===== config.mk =====
export PLATFORM = sky130hd
export DESIGN_NAME = run_sequencer
export DESIGN_NICKNAME = d
export VERILOG_FILES = /design/src/rtl/run_sequencer_pkg.sv /design/src/rtl/run_sequencer.sv
export SDC_FILE = /design/constraint.sdc
export NUM_CORES = 1
export LEC_CHECK = 0
export ABC_AREA = 1
export BUFFER_PORTS_ARGS = -buffer_cell sky130_fd_sc_hd__buf_4
export CORE_UTILIZATION = 25
export CTS_CLUSTER_SIZE = 20
export DETAILED_ROUTE_END_ITERATION = 8
export PLACE_DENSITY = 0.47
export RECOVER_POWER = 25
export REMOVE_ABC_BUFFERS = 1
export SYNTH_ARGS = -nofsm -noshare
export SYNTH_HDL_FRONTEND = slang
export SYNTH_SLANG_ARGS = --single-unit

===== constraint.sdc =====
create_clock -name Clk -period 3.8 [get_ports Clk]
set_input_delay 0.19 -clock Clk [delete_from_list [all_inputs] [get_ports Clk]]
set_output_delay 0.19 -clock Clk [all_outputs]
set_load 0.01 [all_outputs]

===== src/rtl/run_sequencer_pkg.sv =====
// Shared definitions for the run sequencer: FSM state encoding.
package run_sequencer_pkg;

  typedef enum logic [2:0] {
    RS_IDLE  = 3'd0,
    RS_INIT  = 3'd1,
    RS_START = 3'd2,
    RS_RUN   = 3'd3,
    RS_DONE  = 3'd4,
    RS_FAULT = 3'd5
  } run_state_t;

endpackage


===== src/rtl/run_sequencer.sv =====
// Host-side run controller: initialises the core, pulses req once per run,
// times each run until ack, re-initialises between runs, and guards every
// run with a watchdog. All outputs are registered from the next state.
module run_sequencer
  import run_sequencer_pkg::*;
#(
  parameter int CW       = 16,
  parameter int RW       = 4,
  parameter int INIT_CYC = 2,
  parameter int TIMEOUT  = 4096
) (
  input  logic          Clk,
  input  logic          Reset,
  input  logic          host_start,
  input  logic [RW-1:0] host_runs,
  input  logic          host_abort,
  input  logic          host_clear,
  input  logic          core_ack,
  output logic          core_init,
  output logic          core_req,
  output logic          busy,
  output logic          done,
  output logic          fault,
  output logic [RW-1:0] runs_done,
  output logic [CW-1:0] last_cycles,
  output logic [CW-1:0] total_cycles
);

  // Init counter only needs to reach INIT_CYC-1.
  localparam int ICW = (INIT_CYC < 2) ? 1 : $clog2(INIT_CYC);

  run_state_t    state_q, state_d;
  logic [RW-1:0] target_q, target_d;
  logic [RW-1:0] runs_done_q, runs_done_d;
  logic [ICW-1:0] init_cnt_q, init_cnt_d;
  logic [CW-1:0] run_cnt_q, run_cnt_d;
  logic [CW-1:0] last_q, last_d;
  logic [CW-1:0] total_q, total_d;
  logic          core_init_q, core_init_d;
  logic          core_req_q, core_req_d;
  logic          busy_q, busy_d;
  logic          done_q, done_d;
  logic          fault_q, fault_d;

  // Cycles of the current run including this one, and the widened sum used
  // for saturation of the running total.
  logic [CW-1:0] run_cnt_inc;
  logic [CW:0]   total_sum;
  logic [RW-1:0] runs_done_inc;

  assign run_cnt_inc   = run_cnt_q + CW'(1);
  assign total_sum     = {1'b0, total_q} + {1'b0, run_cnt_inc};
  assign runs_done_inc = runs_done_q + RW'(1);

  // Next-state and counter updates; abort has priority over everything in
  // the busy states, start has priority over clear in the parked states.
  always_comb begin
    state_d     = state_q;
    target_d    = target_q;
    runs_done_d = runs_done_q;
    init_cnt_d  = init_cnt_q;
    run_cnt_d   = run_cnt_q;
    last_d      = last_q;
    total_d     = total_q;
    case (state_q)
      RS_IDLE, RS_DONE, RS_FAULT: begin
        if (host_start) begin
          target_d    = host_runs;
          runs_done_d = '0;
          last_d      = '0;
          total_d     = '0;
          init_cnt_d  = '0;
          state_d     = (host_runs == '0) ? RS_DONE : RS_INIT;
        end else if (host_clear) begin
          state_d = RS_IDLE;
        end
      end
      RS_INIT: begin
        if (host_abort) begin
          state_d = RS_IDLE;
        end else if (init_cnt_q == ICW'(INIT_CYC - 1)) begin
          state_d = RS_START;
        end else begin
          init_cnt_d = init_cnt_q + ICW'(1);
        end
      end
      RS_START: begin
        if (host_abort) begin
          state_d = RS_IDLE;
        end else begin
          run_cnt_d = '0;
          state_d   = RS_RUN;
        end
      end
      RS_RUN: begin
        if (host_abort) begin
          state_d = RS_IDLE;
        end else if (core_ack) begin
          // Ack on the watchdog's last cycle still counts as a completion.
          last_d      = run_cnt_inc;
          total_d     = total_sum[CW] ? {CW{1'b1}} : total_sum[CW-1:0];
          runs_done_d = runs_done_inc;
          init_cnt_d  = '0;
          state_d     = (runs_done_inc == target_q) ? RS_DONE : RS_INIT;
        end else if (run_cnt_inc == CW'(TIMEOUT)) begin
          state_d = RS_FAULT;
        end else begin
          run_cnt_d = run_cnt_inc;
        end
      end
      default: state_d = RS_IDLE;
    endcase
  end

  // Moore outputs decoded from the next state so they line up with it.
  always_comb begin
    core_init_d = !((state_d == RS_START) || (state_d == RS_RUN));
    core_req_d  = (state_d == RS_START);
    busy_d      = (state_d == RS_INIT) || (state_d == RS_START) || (state_d == RS_RUN);
    done_d      = (state_d == RS_DONE);
    fault_d     = (state_d == RS_FAULT);
  end

  // State, counters and output registers with synchronous reset.
  always_ff @(posedge Clk) begin
    if (Reset) begin
      state_q     <= RS_IDLE;
      target_q    <= '0;
      runs_done_q <= '0;
      init_cnt_q  <= '0;
      run_cnt_q   <= '0;
      last_q      <= '0;
      total_q     <= '0;
      core_init_q <= 1'b1;
      core_req_q  <= 1'b0;
      busy_q      <= 1'b0;
      done_q      <= 1'b0;
      fault_q     <= 1'b0;
    end else begin
      state_q     <= state_d;
      target_q    <= target_d;
      runs_done_q <= runs_done_d;
      init_cnt_q  <= init_cnt_d;
      run_cnt_q   <= run_cnt_d;
      last_q      <= last_d;
      total_q     <= total_d;
      core_init_q <= core_init_d;
      core_req_q  <= core_req_d;
      busy_q      <= busy_d;
      done_q      <= done_d;
      fault_q     <= fault_d;
    end
  end

  assign core_init    = core_init_q;
  assign core_req     = core_req_q;
  assign busy         = busy_q;
  assign done         = done_q;
  assign fault        = fault_q;
  assign runs_done    = runs_done_q;
  assign last_cycles  = last_q;
  assign total_cycles = total_q;

endmodule


---- Word-level counts from Yosys, hierarchy flattened ----
Index checks and enable logic that the tools add are counted.
W data, S select, Z words.
storage, ports and cells
  input bits .............................. 10
  output and inout port bits .............. 41
  flip-flop bits (word level) ............. 65
  logic and storage cells ................. 83
cells by class
  reduce and logical (&&, ||, !) cells .... 14
  eq/ne operators ......................... 19
  add/subtract/negate cells ............... 4
  multiplexer cells ....................... 34
operators by type and width
  cell                     number
  $mux W16                 10
  $pmux W16 S2             3
  $mux W3                  9
  $add A16 B16 Y17         1
  $add A16 B1 Y16 const B  1
  $eq A16 B13 Y1 const B   1
  $ne A2 B2 Y1 const B     7
  $eq A3 B2 Y1 const B     4
  $eq A3 B3 Y1 const B     4
  $mux W4                  3
  $pmux W3 S4              1
  $reduce_and A5 Y1        2
  $pmux W4 S2              1
  $eq A3 B1 Y1 const B     2
  $mux W1                  5
  $add A4 B1 Y4 const B    1
  $eq A4 B4 Y1             1
  $logic_not A4 Y1         1
  $reduce_and A4 Y1        1
  $reduce_bool A2 Y1       2
  $logic_not A3 Y1         1
  $logic_or A1 B1 Y1       3
  $pmux W1 S3              1
  $reduce_bool A3 Y1       1
  5 further kinds          5

---- Logic depth before layout (Yosys ltp) ----
Gate-level depths: netlist of the first run.
  depth after elaboration ................. 9
  mapped depth ............................ 19

---- Worst setup path before layout of the first run ----
OpenSTA, ideal clock, no wires.
  path type ............................... register to register
  from .................................... reg run_cnt_q[0]
  to ...................................... reg total_q[11] (netlist: total_cycles[11])
  setup time .............................. 132 ps
  data arrival time ....................... 2647 ps
  period minus slack after synthesis ...... 2779 ps
  data required time ...................... 3668 ps
  setup slack ............................. 1021 ps
  path buffers ............................ 1
  cell stages (with the launch flop) ...... 17
  cells stage by stage .................... dfxtp_1 -> ha_1 -> nand3_2 -> nor2_2 -> nand2_1 -> nand2_1 -> nand2_2 -> ha_1 -> nand2_1 -> inv_1 -> a21boi_0 -> o21ai_0 -> a21oi_1 -> buf_2 -> o21ai_0 -> nand2_1 -> a21oi_1
on the way
  word-level cells in the longest chain between the ends .. 6
RTL lines
  what                    RTL line              text
  from (decl)             run_sequencer.sv:36   logic [CW-1:0] run_cnt_q, run_cnt_d;
  from (signal assigned)  run_sequencer.sv:144  run_cnt_q <= run_cnt_d;
  $add A16 B1 Y16         run_sequencer.sv:51   assign run_cnt_inc = run_cnt_q + CW'(1);
  $add A16 B16 Y17        run_sequencer.sv:52   assign total_sum = {1'b0, total_q} + {1'b0, run_cnt_inc};
  $mux W16                run_sequencer.sv:101  total_d = total_sum[CW] ? {CW{1'b1}} : total_sum[CW-1:0];
  $mux W16                run_sequencer.sv:98   end else if (core_ack) begin
  $mux W16                run_sequencer.sv:96   if (host_abort) begin
  $pmux W16 S2            run_sequencer.sv:65   case (state_q)
  to (signal assigned)    run_sequencer.sv:146  total_q <= total_d;
  to (decl)               run_sequencer.sv:38   logic [CW-1:0] total_q, total_d;
Every way passes these cells. The select of a mux whose other input is x is not followed.
A chain may end at the register's enable or synchronous reset.

---- Worst setup path after layout of the first run ----
  from .................................... reg run_cnt_q[0]
  to ...................................... reg total_q[2] (netlist: total_cycles[2])
The elaborated chain is that of the path after synthesis.

==> flow_metrics.py, run 1 <==
metrics = {
    "power_and_ir_drop": {
        "peakVddDrop_mv": 0.206,
        "power.density_mw_per_mm2": 368,
        "power_leakage_nw": 2.14,
    },
    "sta": {
        "fin_tns_setup_ns": 0,
        "final_max_slew_viol_count": 0,
        "setup_violations": 0,
        "finalCritPeriodShare": 0.873,
        "period_needed_ns": 3.32,
        "skew_ns": 0.00557,
        "fmax_ghz": 0.301,
        "hold_slack_ns": 0.124,
        "tightestPinTransition_ns": 0.953,
        "finalHoldViolations": 0,
        "rsz0062_at_grt": "false",
        "slew_headroom": 0.364,
    },
    "clock_network": {
        "clk_path_buf_depth": 2,
        "clockRootBuffer": "clkbuf_16",
        "cts.sinks": 65,
        "ctsResizeCount": 0,
        "clk_latency_ns": 0.35,
        "cts_buffers": 9,
        "hold_buffers": 0,
        "htreeDepth": 3,
        "post_cts_buffers": 0,
        "clkSlewWorstSetupHoldPaths_ns": 0.06,
        "cts_tree": "built",
    },
    "global_route": {
        "grtUsageTotal": 0.146,
        "grt_max_degree": 39,
        "gr-total-overflow": 0,
        "grt_pass1_wl_mm": 18.5,
        "first_global_vias": 3759,
        "antenna_found_initial": 0,
    },
    "routing": {
        "drtPass1Iterations": 4,
        "wl_per_cell_um": 13.0,
        "ant_nets": 0,
        "routed_wl_mm": 11.3,
        "drt_iter0_markers": 279,
        "vias": 3924,
        "routed_via_density": 4.49,
        "drc": 0,
    },
    "worst_hold_path": {
        "worstHoldPathType": "input pin to flop",
    },
    "worst_setup_path": {
        "required_ns": 4.02,
        "cp_max_fo": 9,
        "start_kind": "flop",
        "end_kind": "flop",
        "arrival_ns": 3.54,
        "crit_type": "flop to flop",
    },
    "placement": {
        "io_buffer_count": 50,
        "place_area_mm2": 0.00454,
        "place.gp.congestion": 0.862,
        "dp.final_hpwl_mm": 8.66,
    },
    "finish": {
        "final_cell_area_mm2": 0.00477,
        "area_growth_pct": 20.7,
        "antenna_cells": 0,
        "fin_nets": 686,
        "nFillCells": 1718,
        "drive_gt1_frac": 0.0846,
        "regArea_mm2": 0.00130,
        "multiInputGateArea_mm2": 0.00230,
    },
    "floorplan": {
        "initial_core_util": 0.258,
        "rows": 45,
        "io_pins": 51,
        "die_w_um": 128,
        "fp.dieArea_mm2": 0.0163,
        "coreArea_mm2": 0.0153,
        "fp.dieH_um": 128,
    },
    "yosys": {
        "ys_async_sr_fraction": 0,
        "synth_ff_type": "dfxtp_1",
        "syn_area_per_cell_um2": 6.49,
        "netlist_instances": 609,
        "netlist_area_mm2": 0.00395,
        "synth_edf_count": 0,
        "synth_warnings": 0,
        "synth_seq_area_share": 0.329,
        "synth.distinct_cells": 36,
        "yosys_register_bits": 65,
    },
    "run_status": {
        "run_status": "finished, final reports clean",
    },
    "run": {
        "max-cap-violations": 0,
    },
}
## cells in the mapped netlist (2+ instances only)
master,n,area share
nand2_2,2,0.0032
nor2_1,76,0.072
or2_2,2,0.0032
nand3_1,46,0.058
a211oi_1,4,0.0076
o31ai_1,2,0.0038
a21boi_0,2,0.0038
nand3b_1,6,0.011
a21oi_1,47,0.059
nand3_2,2,0.0051
buf_6,2,0.0057
a31oi_1,3,0.0047
a21o_1,3,0.0057
ha_1,18,0.057
o21bai_1,6,0.011
clkbuf_1,9,0.0085
inv_1,70,0.066
nand4_1,7,0.011
nand2_1,167,0.16
clkinv_1,2,0.0019
xor2_1,7,0.016
o21ai_0,28,0.035
nor3_1,6,0.0076
o21a_1,2,0.0038
buf_2,5,0.0063
xnor2_1,7,0.016
nor2_2,4,0.0063
o211a_1,2,0.0051
dfxtp_1,65,0.33
## registers in the layout (all words and copies together) (netlist names), 3 cells and up
register and cells:
runs_done 4, state_q 3, last_cycles 16, total_cycles 16
target_q 4, run_cnt_q 16
## path summary, 6_finish.rpt
path                     start  cells after the start  slack [ns]              end
hold / removal    host_runs[0]                      3        0.12      target_q[0]
setup / recovery  run_cnt_q[0]                     16        0.48  total_cycles[2]
hold reg to reg    target_q[1]                      2        0.47      target_q[1]
setup reg to reg  run_cnt_q[0]                     16        0.48  total_cycles[2]
## where the power goes
| group | switching, mW | internal [mW] | leakage (nW) |
|---|---|---|---|
| clock | 0.327 | 0.593 | 0.151 |
| combinational | 0.0758 | 0.0430 | 1.46 |
| sequential | 0.0135 | 0.706 | 0.529 |
## layer usage
metal  wire length (µm)  up-vias  track usage
met2               5160       59        0.231
li1                   -     2072            -
met1               5560     1781        0.190
met5                  0        -            0
met4                208        0       0.0581
met3                414       12       0.0363
## metrics by stage
stage | utilization | setup slack [ns] | power (mW) | std cells
final | 0.312 | 0.483 | 1.76 | 873
after CTS | 0.318 | 0.520 | 1.80 | 873
after global placement | 0.296 | 0.583 | 0.866 | 857
after global routing | 0.312 | 0.0209 | 1.83 | 873
after detailed placement | 0.296 | 0.540 | 0.867 | 857
after floorplan | - | 0.849 | 0.804 | 592
## cell usage in the layout, fill, tap and decap left out, types with 2 or more instances in the layout
cell type | synthesis | layout
a211oi_1 | 4 | 4
a21boi_0 | 2 | 2
a21o_1 | 3 | 3
a21oi_1 | 47 | 47
a31oi_1 | 3 | 3
buf_4 | 0 | 28
bufinv_16 | 0 | 2
clkbuf_1 | 9 | 26
clkbuf_16 | 0 | 9
clkinv_1 | 2 | 2
clkinvlp_4 | 0 | 3
dfxtp_1 | 65 | 65
ha_1 | 18 | 18
inv_1 | 70 | 70
nand2_1 | 167 | 167
nand2_2 | 2 | 2
nand3_1 | 46 | 46
nand3_2 | 2 | 2
nand3b_1 | 6 | 6
nand4_1 | 7 | 7
nor2_1 | 76 | 76
nor2_2 | 4 | 4
nor3_1 | 6 | 6
o211a_1 | 2 | 2
o21a_1 | 2 | 2
o21ai_0 | 28 | 28
o21bai_1 | 6 | 6
o31ai_1 | 2 | 2
or2_2 | 2 | 2
xnor2_1 | 7 | 7
xor2_1 | 7 | 7
## logic make-up (layout without fill, tap and decap cells)
group           after synthesis  in the layout  share of synthesized area
fa+ha+maj                    19             19                     0.0620
xor+xnor                     14             14                     0.0310
compound gates              101            101                      0.144
buf+inv                      89            142                     0.0899
flops                        65             65                      0.329
simple gates                321            321                      0.344
## area by class of cell
| class | count | area share |
|---|---|---|
| multi-input cells | 455 | 0.482 |
| flip-flops and latches | 65 | 0.273 |
| repair buffers | 54 | 0.0645 |
| inverters | 72 | 0.0566 |
| well taps | 211 | 0.0553 |
| clock buffers | 10 | 0.0501 |
| clock inverters | 6 | 0.0191 |
## worst max-delay path: stages (launching register included)
cell and delay, ns:
dfxtp_1 0.39, ha_1 0.23, nand3_2 0.13, nor2_2 0.21, nand2_1 0.07, nand2_1 0.07
nand2_2 0.08, ha_1 0.34, nand2_1 0.16, inv_1 0.05, a21boi_0 0.30, o21ai_0 0.15
a21oi_1 0.52, buf_4 0.27, o21ai_0 0.09, nand2_1 0.06, a21oi_1 0.07
Power figures use the tool's default switching activity.
==> run 2, diff against run 1 <==
--- a/config.mk
+++ b/config.mk
@@ -7,6 +7,7 @@
 export LEC_CHECK = 0
 export ABC_AREA = 1
 export BUFFER_PORTS_ARGS = -buffer_cell sky130_fd_sc_hd__buf_4
+export CORE_ASPECT_RATIO = 1.2
 export CORE_UTILIZATION = 25
 export CTS_CLUSTER_SIZE = 20
 export DETAILED_ROUTE_END_ITERATION = 8
==> flow_metrics.py, run 2 (synthesis gave the netlist of run 1 again) <==
metrics = {
    "placement": {
        "dp.final_hpwl_mm": 8.54,
        "io_buffer_count": 50,
        "place.gp.congestion": 0.853,
        "place_area_mm2": 0.00453,
    },
    "finish": {
        "area_growth_pct": 20.5,
        "fin_nets": 685,
        "antenna_cells": 0,
        "drive_gt1_frac": 0.0832,
        "layout_common_cells": "nand2_1 (167), nor2_1 (76), inv_1 (70), dfxtp_1 (65), a21oi_1 (47)",
        "nFillCells": 1762,
        "final_cell_area_mm2": 0.00477,
        "regArea_mm2": 0.00130,
        "multiInputGateArea_mm2": 0.00230,
        "final_common_cell": "nand2_1",
    },
    "clock_network": {
        "htreeDepth": 3,
        "clockRootBuffer": "clkbuf_16",
        "hold_buffers": 0,
        "clkSlewWorstSetupHoldPaths_ns": 0.06,
        "ctsResizeCount": 0,
        "cts.sinks": 65,
        "clk_path_buf_depth": 2,
        "clk_latency_ns": 0.33,
        "cts_buffers": 9,
        "post_cts_buffers": 0,
        "cts_tree": "built",
    },
    "global_route": {
        "first_global_vias": 3918,
        "grt_max_degree": 39,
        "gr-total-overflow": 0,
        "grtUsageTotal": 0.146,
        "antenna_found_initial": 0,
        "grt_pass1_wl_mm": 18.6,
    },
    "floorplan": {
        "rows": 50,
        "fp.dieH_um": 140,
        "fp.dieArea_mm2": 0.0163,
        "io_pins": 51,
        "die_w_um": 117,
        "coreArea_mm2": 0.0155,
        "initial_core_util": 0.255,
    },
    "worst_setup_path": {
        "cp_max_fo": 13,
        "crit_type": "flop to flop",
        "arrival_ns": 3.34,
        "start_kind": "flop",
        "cp_common_cell": "nand2_1",
        "path_buf_inv": 2,
        "crit_family": "simple AND/OR/NAND/NOR gates",
        "cp_slowest_cell": "dfxtp_1",
        "end_kind": "flop",
        "crit_chain": "ha_1, nand3_2, nor2_2, nand2_1, nand2_1, nand2_2, ha_1, nand2_1, inv_1, a21boi_0, o21ai_0, a21oi_1, buf_4, nand3_1, nand2_1, a21oi_1",
        "crit_path_max_incr_delay_ns": 0.39,
        "required_ns": 4.01,
    },
    "sta": {
        "period_needed_ns": 3.14,
        "rsz0062_at_grt": "false",
        "setup_violations": 0,
        "tightestPinTransition_ns": 1.12,
        "fmax_ghz": 0.319,
        "slew_headroom": 0.253,
        "finalCritPeriodShare": 0.825,
        "skew_ns": 0.00858,
        "hold_slack_ns": 0.152,
        "fin_tns_setup_ns": 0,
        "final_max_slew_viol_count": 0,
        "finalHoldViolations": 0,
    },
    "power_and_ir_drop": {
        "peakVddDrop_mv": 0.195,
        "power_leakage_nw": 2.15,
        "power.density_mw_per_mm2": 375,
        "power_mw": 1.79,
    },
    "routing": {
        "vias": 3934,
        "drc": 0,
        "wl_per_cell_um": 12.8,
        "drtPass1Iterations": 4,
        "drt_iter0_markers": 185,
        "routed_wl_mm": 11.1,
        "ant_nets": 0,
        "routed_via_density": 4.53,
    },
    "run_status": {
        "run_status": "finished, final reports clean",
    },
    "worst_hold_path": {
        "worstHoldPathType": "input pin to flop",
    },
    "run": {
        "max-cap-violations": 0,
    },
}
[run 2: cell types whose count changed in the layout (fill, tap and decap cells not counted)]
cell,delta
inv_6,+1
inv_8,+1
clkinv_4,+1
clkinvlp_4,-3
buf_4,-1
[run 2: worst paths after layout]
path / from / to / slack, ns / depth (start not counted)
worst max-delay path: run_cnt_q[0] / total_cycles[10] / 0.66 / 16
worst min-delay path: host_runs[2] / target_q[2] / 0.15 / 3
worst max register to register: run_cnt_q[0] / total_cycles[10] / 0.66 / 16
worst min register to register: target_q[2] / target_q[2] / 0.48 / 2
[run 2: cell type report]
type                    instances  share of cell area
clock buffers                  10              0.0501
clock inverters                 6              0.0205
inverters                      72              0.0567
multi-input cells             455               0.482
flip-flops and latches         65               0.273
well taps                     208              0.0546
repair buffers                 53              0.0630
[run 2: power by group]
part | switching, mW | internal, mW
combinational | 0.0769 | 0.0426
clock | 0.346 | 0.602
sequential | 0.0132 | 0.705
total | 0.436 | 1.35
[run 2: layer usage]
metal	up-vias	routed length, µm	global-route usage
met3	16	340	0.0279
li1	2069	-	-
met1	1784	5230	0.177
met2	65	5290	0.252
met4	0	246	0.0526
met5	-	0	0
[run 2: worst min-delay path, stage by stage]
cell and delay, ns:
buf_4 0.08, o21ai_0 0.07, a21oi_1 0.10
[run 2: stage by stage]
| stage | std cells | setup WS [ns] | util |
|---|---|---|---|
| after floorplan | 592 | 0.849 | - |
| after global placement | 853 | 0.813 | 0.292 |
| after detailed placement | 853 | 0.669 | 0.292 |
| after CTS | 869 | 0.656 | 0.313 |
| after global routing | 869 | 0.287 | 0.307 |
| final | 869 | 0.664 | 0.307 |
